$ cat config.mk
export PLATFORM = sky130hd
export DESIGN_NAME = sseg_display_ctrl
export DESIGN_NICKNAME = d
export VERILOG_FILES = /design/src/rtl/sseg_pkg.sv /design/src/rtl/sseg_display_ctrl_bin2bcd_seq.sv /design/src/rtl/sseg_display_ctrl.sv
export SDC_FILE = /design/constraint.sdc
export NUM_CORES = 1
export LEC_CHECK = 0
export BUFFER_PORTS_ARGS = -buffer_cell sky130_fd_sc_hd__buf_2
export CAP_MARGIN = 0
export CORE_MARGIN = 8
export CORE_UTILIZATION = 38
export CTS_BUF_LIST = sky130_fd_sc_hd__clkbuf_4 sky130_fd_sc_hd__clkbuf_8 sky130_fd_sc_hd__clkbuf_16
export CTS_CLUSTER_DIAMETER = 80
export DETAILED_ROUTE_END_ITERATION = 16
export GPL_TIMING_DRIVEN = 1
export RECOVER_POWER = 25
export SLEW_MARGIN = 10
export SYNTH_ARGS = -nofsm -noshare
export SYNTH_HDL_FRONTEND = slang
export SYNTH_SLANG_ARGS = --single-unit
$ cat constraint.sdc
create_clock -name clk -period 3.7 [get_ports clk]
set_input_delay 0.185 -clock clk [delete_from_list [all_inputs] [get_ports clk]]
set_output_delay 0.185 -clock clk [all_outputs]
set_load 0.02 [all_outputs]
$ cat src/rtl/sseg_pkg.sv
// Shared definitions for the seven-segment display controller: FSM states,
// active-low segment codes (a..g, MSB = a) and the display-range helper.
package sseg_pkg;

    typedef enum logic [1:0] {
        ST_IDLE   = 2'd0,
        ST_CONV   = 2'd1,
        ST_COMMIT = 2'd2
    } state_e;

    localparam logic [6:0] SEG_BLANK = 7'b1111111;
    localparam logic [6:0] SEG_DASH  = 7'b1111110;

    localparam logic [6:0] SEG_DIGIT [10] = '{
        7'b0000001, 7'b1001111, 7'b0010010, 7'b0000110, 7'b1001100,
        7'b0100100, 7'b0100000, 7'b0001111, 7'b0000000, 7'b0000100
    };

    function automatic logic [6:0] seg_code(input logic [3:0] d);
        if (d < 4'd10) begin
            return SEG_DIGIT[d];
        end
        return SEG_BLANK;
    endfunction

    // Largest value that fits in n decimal digits, evaluated at elaboration.
    function automatic logic [31:0] max_disp(input int unsigned n);
        logic [31:0] p;
        p = 32'd1;
        for (int unsigned i = 0; i < n; i++) begin
            p = p * 32'd10;
        end
        return p - 32'd1;
    endfunction

endpackage

$ cat src/rtl/sseg_display_ctrl_bin2bcd_seq.sv
// Sequential double-dabble converter: one add-3/shift step per clock,
// exactly IN_W steps after start_i. BCD bits beyond 4*N_DIGITS are dropped.
module bin2bcd_seq
    import sseg_pkg::*;
#(
    parameter int IN_W     = 14,
    parameter int N_DIGITS = 4
) (
    input  logic                    clk,
    input  logic                    rst_n,
    input  logic                    start_i,
    input  logic [IN_W-1:0]         bin_i,
    output logic                    done_o,
    output logic [4*N_DIGITS-1:0]   bcd_o
);

    localparam int BCD_W = 4 * N_DIGITS;
    localparam int CNT_W = $clog2(IN_W + 1);

    logic [IN_W-1:0]  bin_q;
    logic [BCD_W-1:0] bcd_q;
    logic [BCD_W-1:0] adj;
    logic [CNT_W-1:0] cnt_q;
    logic             busy_q;
    logic             last;

    genvar gi;
    generate
        for (gi = 0; gi < N_DIGITS; gi++) begin : g_adj
            assign adj[4*gi +: 4] = (bcd_q[4*gi +: 4] >= 4'd5) ? bcd_q[4*gi +: 4] + 4'd3
                                                               : bcd_q[4*gi +: 4];
        end
    endgenerate

    assign last   = (cnt_q == CNT_W'(IN_W - 1));
    // High during the final step; bcd_o holds the full result from the next cycle on.
    assign done_o = busy_q && last;
    assign bcd_o  = bcd_q;

    always_ff @(posedge clk or negedge rst_n) begin
        if (!rst_n) begin
            bin_q  <= '0;
            bcd_q  <= '0;
            cnt_q  <= '0;
            busy_q <= 1'b0;
        end else if (start_i) begin
            bin_q  <= bin_i;
            bcd_q  <= '0;
            cnt_q  <= '0;
            busy_q <= 1'b1;
        end else if (busy_q) begin
            {bcd_q, bin_q} <= {adj, bin_q} << 1;
            cnt_q          <= cnt_q + CNT_W'(1);
            busy_q         <= !last;
        end
    end

endmodule

$ cat src/rtl/sseg_display_ctrl.sv
// Multiplexed seven-segment controller: accepts a binary value, converts it to
// BCD, then scans the digits. Leading-zero blanking is enabled by SSEG_LZB_EN.
module sseg_display_ctrl
    import sseg_pkg::*;
#(
    parameter int N_DIGITS = 4,
    parameter int IN_W     = 14,
    parameter int CLK_DIV  = 50000
) (
    input  logic                clk,
    input  logic                rst,
    input  logic                in_valid,
    output logic                in_ready,
    input  logic [IN_W-1:0]     bin,
    output logic [0:6]          SSeg,
    output logic [N_DIGITS-1:0] an,
    output logic                ovf
);

    localparam int          BCD_W   = 4 * N_DIGITS;
    localparam int          DIV_W   = $clog2(CLK_DIV);
    localparam int          IDX_W   = (N_DIGITS > 1) ? $clog2(N_DIGITS) : 1;
    localparam logic [31:0] MAX_VAL = max_disp(N_DIGITS);

    state_e               state_q;
    logic                 in_ready_q;
    logic                 ovf_pend_q;
    logic                 ovf_q, ovf_d;
    logic [BCD_W-1:0]     disp_q, disp_d;
    logic                 accept, ovf_in, conv_done;
    logic [BCD_W-1:0]     conv_bcd;

    logic [DIV_W-1:0]     div_q, div_d;
    logic [IDX_W-1:0]     idx_q, idx_d;
    logic                 wrap;
    logic [N_DIGITS-1:0]  an_q, an_d;
    logic [0:6]           sseg_q;
    logic [6:0]           seg_d;
    logic [3:0]           dig [N_DIGITS];
    logic [N_DIGITS-1:0]  blank;

    assign accept = in_valid && in_ready_q;
    assign ovf_in = {{(32-IN_W){1'b0}}, bin} > MAX_VAL;

    bin2bcd_seq #(
        .IN_W     (IN_W),
        .N_DIGITS (N_DIGITS)
    ) u_conv (
        .clk     (clk),
        .rst_n   (rst),
        .start_i (accept),
        .bin_i   (bin),
        .done_o  (conv_done),
        .bcd_o   (conv_bcd)
    );

    always_ff @(posedge clk or negedge rst) begin
        if (!rst) begin
            state_q    <= ST_IDLE;
            in_ready_q <= 1'b1;
            ovf_pend_q <= 1'b0;
        end else begin
            case (state_q)
                ST_IDLE: begin
                    if (accept) begin
                        state_q    <= ST_CONV;
                        in_ready_q <= 1'b0;
                        ovf_pend_q <= ovf_in;
                    end
                end
                ST_CONV: begin
                    if (conv_done) begin
                        state_q <= ST_COMMIT;
                    end
                end
                ST_COMMIT: begin
                    state_q    <= ST_IDLE;
                    in_ready_q <= 1'b1;
                end
                default: begin
                    state_q    <= ST_IDLE;
                    in_ready_q <= 1'b1;
                end
            endcase
        end
    end

    // Display value and overflow flag change together, only in COMMIT.
    assign disp_d = (state_q == ST_COMMIT) ? conv_bcd   : disp_q;
    assign ovf_d  = (state_q == ST_COMMIT) ? ovf_pend_q : ovf_q;

    always_ff @(posedge clk or negedge rst) begin
        if (!rst) begin
            disp_q <= '0;
            ovf_q  <= 1'b0;
        end else begin
            disp_q <= disp_d;
            ovf_q  <= ovf_d;
        end
    end

    genvar gi;
    generate
        for (gi = 0; gi < N_DIGITS; gi++) begin : g_dig
            assign dig[gi] = disp_d[4*gi +: 4];
        end
    endgenerate

`ifdef SSEG_LZB_EN
    // lz[i] is set when digit i and every more significant digit are zero.
    logic [N_DIGITS:1] lz;
    assign lz[N_DIGITS] = 1'b1;
    generate
        for (gi = 0; gi < N_DIGITS; gi++) begin : g_lzb
            if (gi == 0) begin : g_d0
                assign blank[gi] = 1'b0;
            end else begin : g_dn
                if (gi < N_DIGITS) begin : g_chain
                    assign lz[gi] = lz[gi+1] && (dig[gi] == 4'd0);
                end
                assign blank[gi] = lz[gi];
            end
        end
    endgenerate
`else
    assign blank = '0;
`endif

    always_comb begin
        wrap  = (div_q == DIV_W'(CLK_DIV - 1));
        div_d = wrap ? '0 : div_q + DIV_W'(1);
        idx_d = idx_q;
        if (wrap) begin
            idx_d = (idx_q == IDX_W'(N_DIGITS - 1)) ? '0 : idx_q + IDX_W'(1);
        end
    end

    always_comb begin
        if (ovf_d) begin
            seg_d = SEG_DASH;
        end else if (blank[idx_d]) begin
            seg_d = SEG_BLANK;
        end else begin
            seg_d = seg_code(dig[idx_d]);
        end
        an_d = ~(N_DIGITS'(1) << idx_d);
    end

    // Outputs are registered from next-state values so they track idx_q exactly.
    always_ff @(posedge clk or negedge rst) begin
        if (!rst) begin
            div_q  <= '0;
            idx_q  <= '0;
            an_q   <= '1;
            sseg_q <= SEG_BLANK;
        end else begin
            div_q  <= div_d;
            idx_q  <= idx_d;
            an_q   <= an_d;
            sseg_q <= seg_d;
        end
    end

    assign in_ready = in_ready_q;
    assign ovf      = ovf_q;
    assign an       = an_q;
    assign SSeg     = sseg_q;

endmodule
==> flow_summary.rst <==
.. list-table::
   :header-rows: 1

   * - Metric
     - Value
   * - Total global-route track usage
     - 0.113
   * - CTS tree
     - yes
   * - Most numerous cell types in the synthesized netlist
     - 73 x sky130_fd_sc_hd__dfrtp_1, 40 x sky130_fd_sc_hd__nand2_1, 38 x sky130_fd_sc_hd__nor2_1
   * - Top post-synthesis cells by area
     - sky130_fd_sc_hd__dfrtp_1 44%, sky130_fd_sc_hd__dfstp_2 7.5%, sky130_fd_sc_hd__mux2i_1 6.2%, sky130_fd_sc_hd__ha_1 5.1%, sky130_fd_sc_hd__o21ai_0 4.3%
   * - Worst-case register-to-register setup slack
     - 0.46 ns
   * - Detail-routed net length per standard cell
     - 13.8 um
   * - Number of top-level design ports
     - 30
   * - Top_reg_cell synth
     - sky130_fd_sc_hd__dfrtp_1
   * - Proportion of power drawn by combinational gates
     - 0.018
   * - Final hold violation count
     - 0
   * - Hpwl dp
     - 5.54 mm
   * - Outcome
     - finished with violations
   * - Share of cells above drive strength 1
     - 0.207
   * - Worst setup SP type
     - flip-flop
   * - Worst hold-check path type
     - in -> reg
   * - Cell with the most instances after synthesis
     - sky130_fd_sc_hd__dfrtp_1
   * - Net count after synthesis
     - 432
   * - Reg2reg end
     - SSeg[3]
   * - Post-synthesis cell area
     - 4190 um^2
   * - Static Leakage
     - 2.23 nW
   * - Number of synthesis warnings
     - 0
   * - Maximum clock frequency
     - 309 MHz
   * - Seq/Total Area, Yosys
     - 0.511
   * - Number of cells on the worst hold path
     - 3
   * - Layout Area Growth over Synthesis
     - 13.1%
   * - Global-route met1 utilization
     - 0.143
   * - Average instance area after synthesis
     - 10.5 um^2
   * - Crit. End Element
     - flip-flop
   * - Number of vias in the routed layout
     - 2,854
   * - Number of standard-cell rows in the floorplan
     - 38
   * - Number of DRC markers after the initial detailed-route iteration
     - 138
   * - GR Layer Usage met3
     - 0.0293
   * - Switching share of power
     - 0.222
   * - Die area
     - 14,700 um^2
   * - Vias in the first global route
     - 2,825
   * - Busiest layer in global routing
     - met2
   * - Height of the die
     - 121 um
   * - Violations in the final reports
     - max-capacitance violations, max-slew violations
   * - Share of the synthesized area in the top cell type
     - 0.436
   * - Worst reg2reg path depth
     - 10
   * - Num CTS Buffers
     - 9
   * - Total core area
     - 10,800 um^2
   * - DR vias/cell
     - 4.96
   * - Number of enable flip-flop cells after synthesis
     - 0
   * - Crit path max fanout
     - 6
   * - Level count of the clock H-tree
     - 3
   * - Number of iterations in the first detailed-routing pass
     - 6
   * - Met2 track demand over resource
     - 0.185
   * - Count of instances resized after the clock tree is built
     - 0
   * - Sum of negative setup slack
     - 0 ns
   * - Actual slew at the worst max-slew pin
     - 1.59 ns
   * - Die extent in x
     - 121 um
   * - RSZ-0062 raised after global routing
     - no
   * - Part of the cycle the worst path needs
     - 0.875
   * - Worst setup path category
     - reg -> reg
   * - Gp weighted congestion
     - 0.747
   * - Min Clock Period, post-route
     - 3.24 ns
   * - Layout Nets
     - 464
   * - Filler cell count
     - 1,044
   * - Power per cell area
     - 360 nW/um^2
   * - Placed cell area
     - 4510 um^2
   * - IO Port Bufs
     - 29
   * - First-pass GRT wire length
     - 13.5 mm
   * - Clock transition time at the flip-flop clock pins of the worst setup and hold paths
     - 0.10 ns
   * - Post-synthesis instance total
     - 398
   * - Hold path startpoint
     - bin[0]
   * - Total inserted antenna cells
     - 0
   * - Total wire length after detailed routing
     - 7.91 mm
   * - Worst relative slew slack
     - -0.0617
   * - Post-synth ARST share
     - 1.00
   * - Maximum root-to-sink buffer count
     - 2
   * - Sw Pwr
     - 0.380 mW
   * - Final worst clock skew
     - 0.0133 ns
   * - Largest net degree at the start of global routing
     - 66
   * - Dominant cell type by area after synthesis
     - sky130_fd_sc_hd__dfrtp_1
   * - Root cell of the clock tree
     - sky130_fd_sc_hd__clkbuf_8
   * - Number of DRC violations after detailed routing
     - 0
   * - Global route overflow
     - 0
   * - Effective utilization at floorplan
     - 0.388
   * - Internal power of the cells
     - 1.33 mW
   * - Sequential group share of total power
     - 0.544
   * - Number of endpoints failing setup at the final stage
     - 0
   * - Worst Hold Slack
     - 0.0180 ns
   * - Number of distinct library cells after synthesis
     - 41
   * - Synthesized flop and latch total
     - 85
   * - Maximum ir drop on the vdd rail
     - 164 uV
   * - Terminating pin of the worst hold path
     - u_conv.bin_q[0]
   * - Clock power share
     - 0.439
   * - Endpoint required time on the critical path
     - 3.98 ns
   * - Clk_lat worst skew
     - 0.35 ns
   * - Reg-to-reg startpoint
     - div_q[13]
   * - Clock sink count
     - 85
   * - Remaining antenna violation count
     - 0
   * - Max-capacitance violation count
     - 1
   * - Initial antenna violation count
     - 0
   * - Max Slew Vio Count
     - 66
   * - Arrival time at the worst endpoint
     - 3.52 ns
   * - Final instance area
     - 4740 um^2
## stage by stage
stage                     std cells  power [mW]  utilization  setup WS (ns)
after floorplan                 398       0.948            -          0.398
final                           575        1.71        0.439          0.461
after global placement          558       0.977        0.417          0.573
after CTS                       575        1.74        0.440          0.437
after detailed placement        558       0.978        0.417          0.455
after global routing            575        1.78        0.439          0.204
## cells in the final DEF, fill, tap and decap left out, drive strengths merged, types with 3 or more instances in the layout
master	n
nand2b	6
dfrtp	73
inv	21
and3	5
nand2	40
a21oi	18
nor3	6
dfstp	12
buf	35
a22oi	3
xnor2	8
o21ai	38
nor2	38
nand3	16
ha	17
xor2	15
mux2	16
mux2i	26
clkbuf	10
mux4	4
## worst max path at each step
stage               slack, ns  depth (start not counted)      end      start
floorplan                0.40                         10  SSeg[3]  div_q[13]
global placement         0.57                         10  SSeg[3]  div_q[13]
detailed placement       0.46                         10  SSeg[3]  div_q[13]
CTS                      0.44                         10  SSeg[3]  div_q[13]
global route             0.20                         12  SSeg[3]  div_q[13]
finish                   0.46                         10  SSeg[3]  div_q[13]
## registers in the layout, indices dropped and copies added (netlist names)
name and cells:
ovf_pend_q 1, an 4, u_conv.cnt_q 4, SSeg 7, div_q 16, state_q 2
u_conv.bcd_o 16, ovf 1, disp_q 16, u_conv.busy_q 1, idx_q 2, u_conv.bin_q 14
in_ready 1
## power groups by stage
stage / Combinational (mW) / Sequential (mW) / Clock, mW
finish: 0.0299 / 0.929 / 0.749
CTS: 0.0321 / 0.929 / 0.775
detailed placement: 0.0313 / 0.947 / 0
global placement: 0.0306 / 0.947 / 0
floorplan: 0.000983 / 0.947 / 0
global route: 0.0352 / 0.929 / 0.815
## critical path: stages (launching register included)
cell	delay, ns
sky130_fd_sc_hd__dfrtp_1	0.42
sky130_fd_sc_hd__or4bb_1	0.56
sky130_fd_sc_hd__nor4_4	0.32
sky130_fd_sc_hd__mux2i_1	0.50
sky130_fd_sc_hd__mux2_2	0.40
sky130_fd_sc_hd__mux2_2	0.31
sky130_fd_sc_hd__inv_1	0.11
sky130_fd_sc_hd__ha_1	0.24
sky130_fd_sc_hd__nand2_1	0.06
sky130_fd_sc_hd__o21ai_0	0.10
sky130_fd_sc_hd__a22oi_1	0.15
## layer usage
metal / share of wire / vias up
li1: - / 1423
met1: 0.49 / 1389
met2: 0.47 / 35
met3: 0.035 / 7
met4: 0.0092 / 0
met5: 0 / -
## area by class of cell
type / instances / area [um^2] / share of cell area
inverter: 18 / 67.6 / 0.0142
tap: 140 / 175 / 0.0369
clock buffer: 9 / 124 / 0.0261
sequential: 85 / 2140 / 0.452
clock inverter: 7 / 105 / 0.0222
multi-input combinational: 279 / 1920 / 0.405
timing repair buffer: 37 / 208 / 0.0438
## cell families after synthesis
group                      Yosys count  synth area share
xor gates and xnor gates            23            0.0480
adders and majority gates           17            0.0507
DFF                                 85             0.511
AOI/OAI and AO/OA                   64            0.0833
and+or+nand+nor                    129             0.150
muxes                               46             0.127
buffers and inverters               34            0.0310
## repair_timing
action                    4_1_cts  5_1_grt
hold endpoints to repair       63        0
hold buffers                    1        0
setup buffers                   0        0
(Power assumes the default switching activity.)
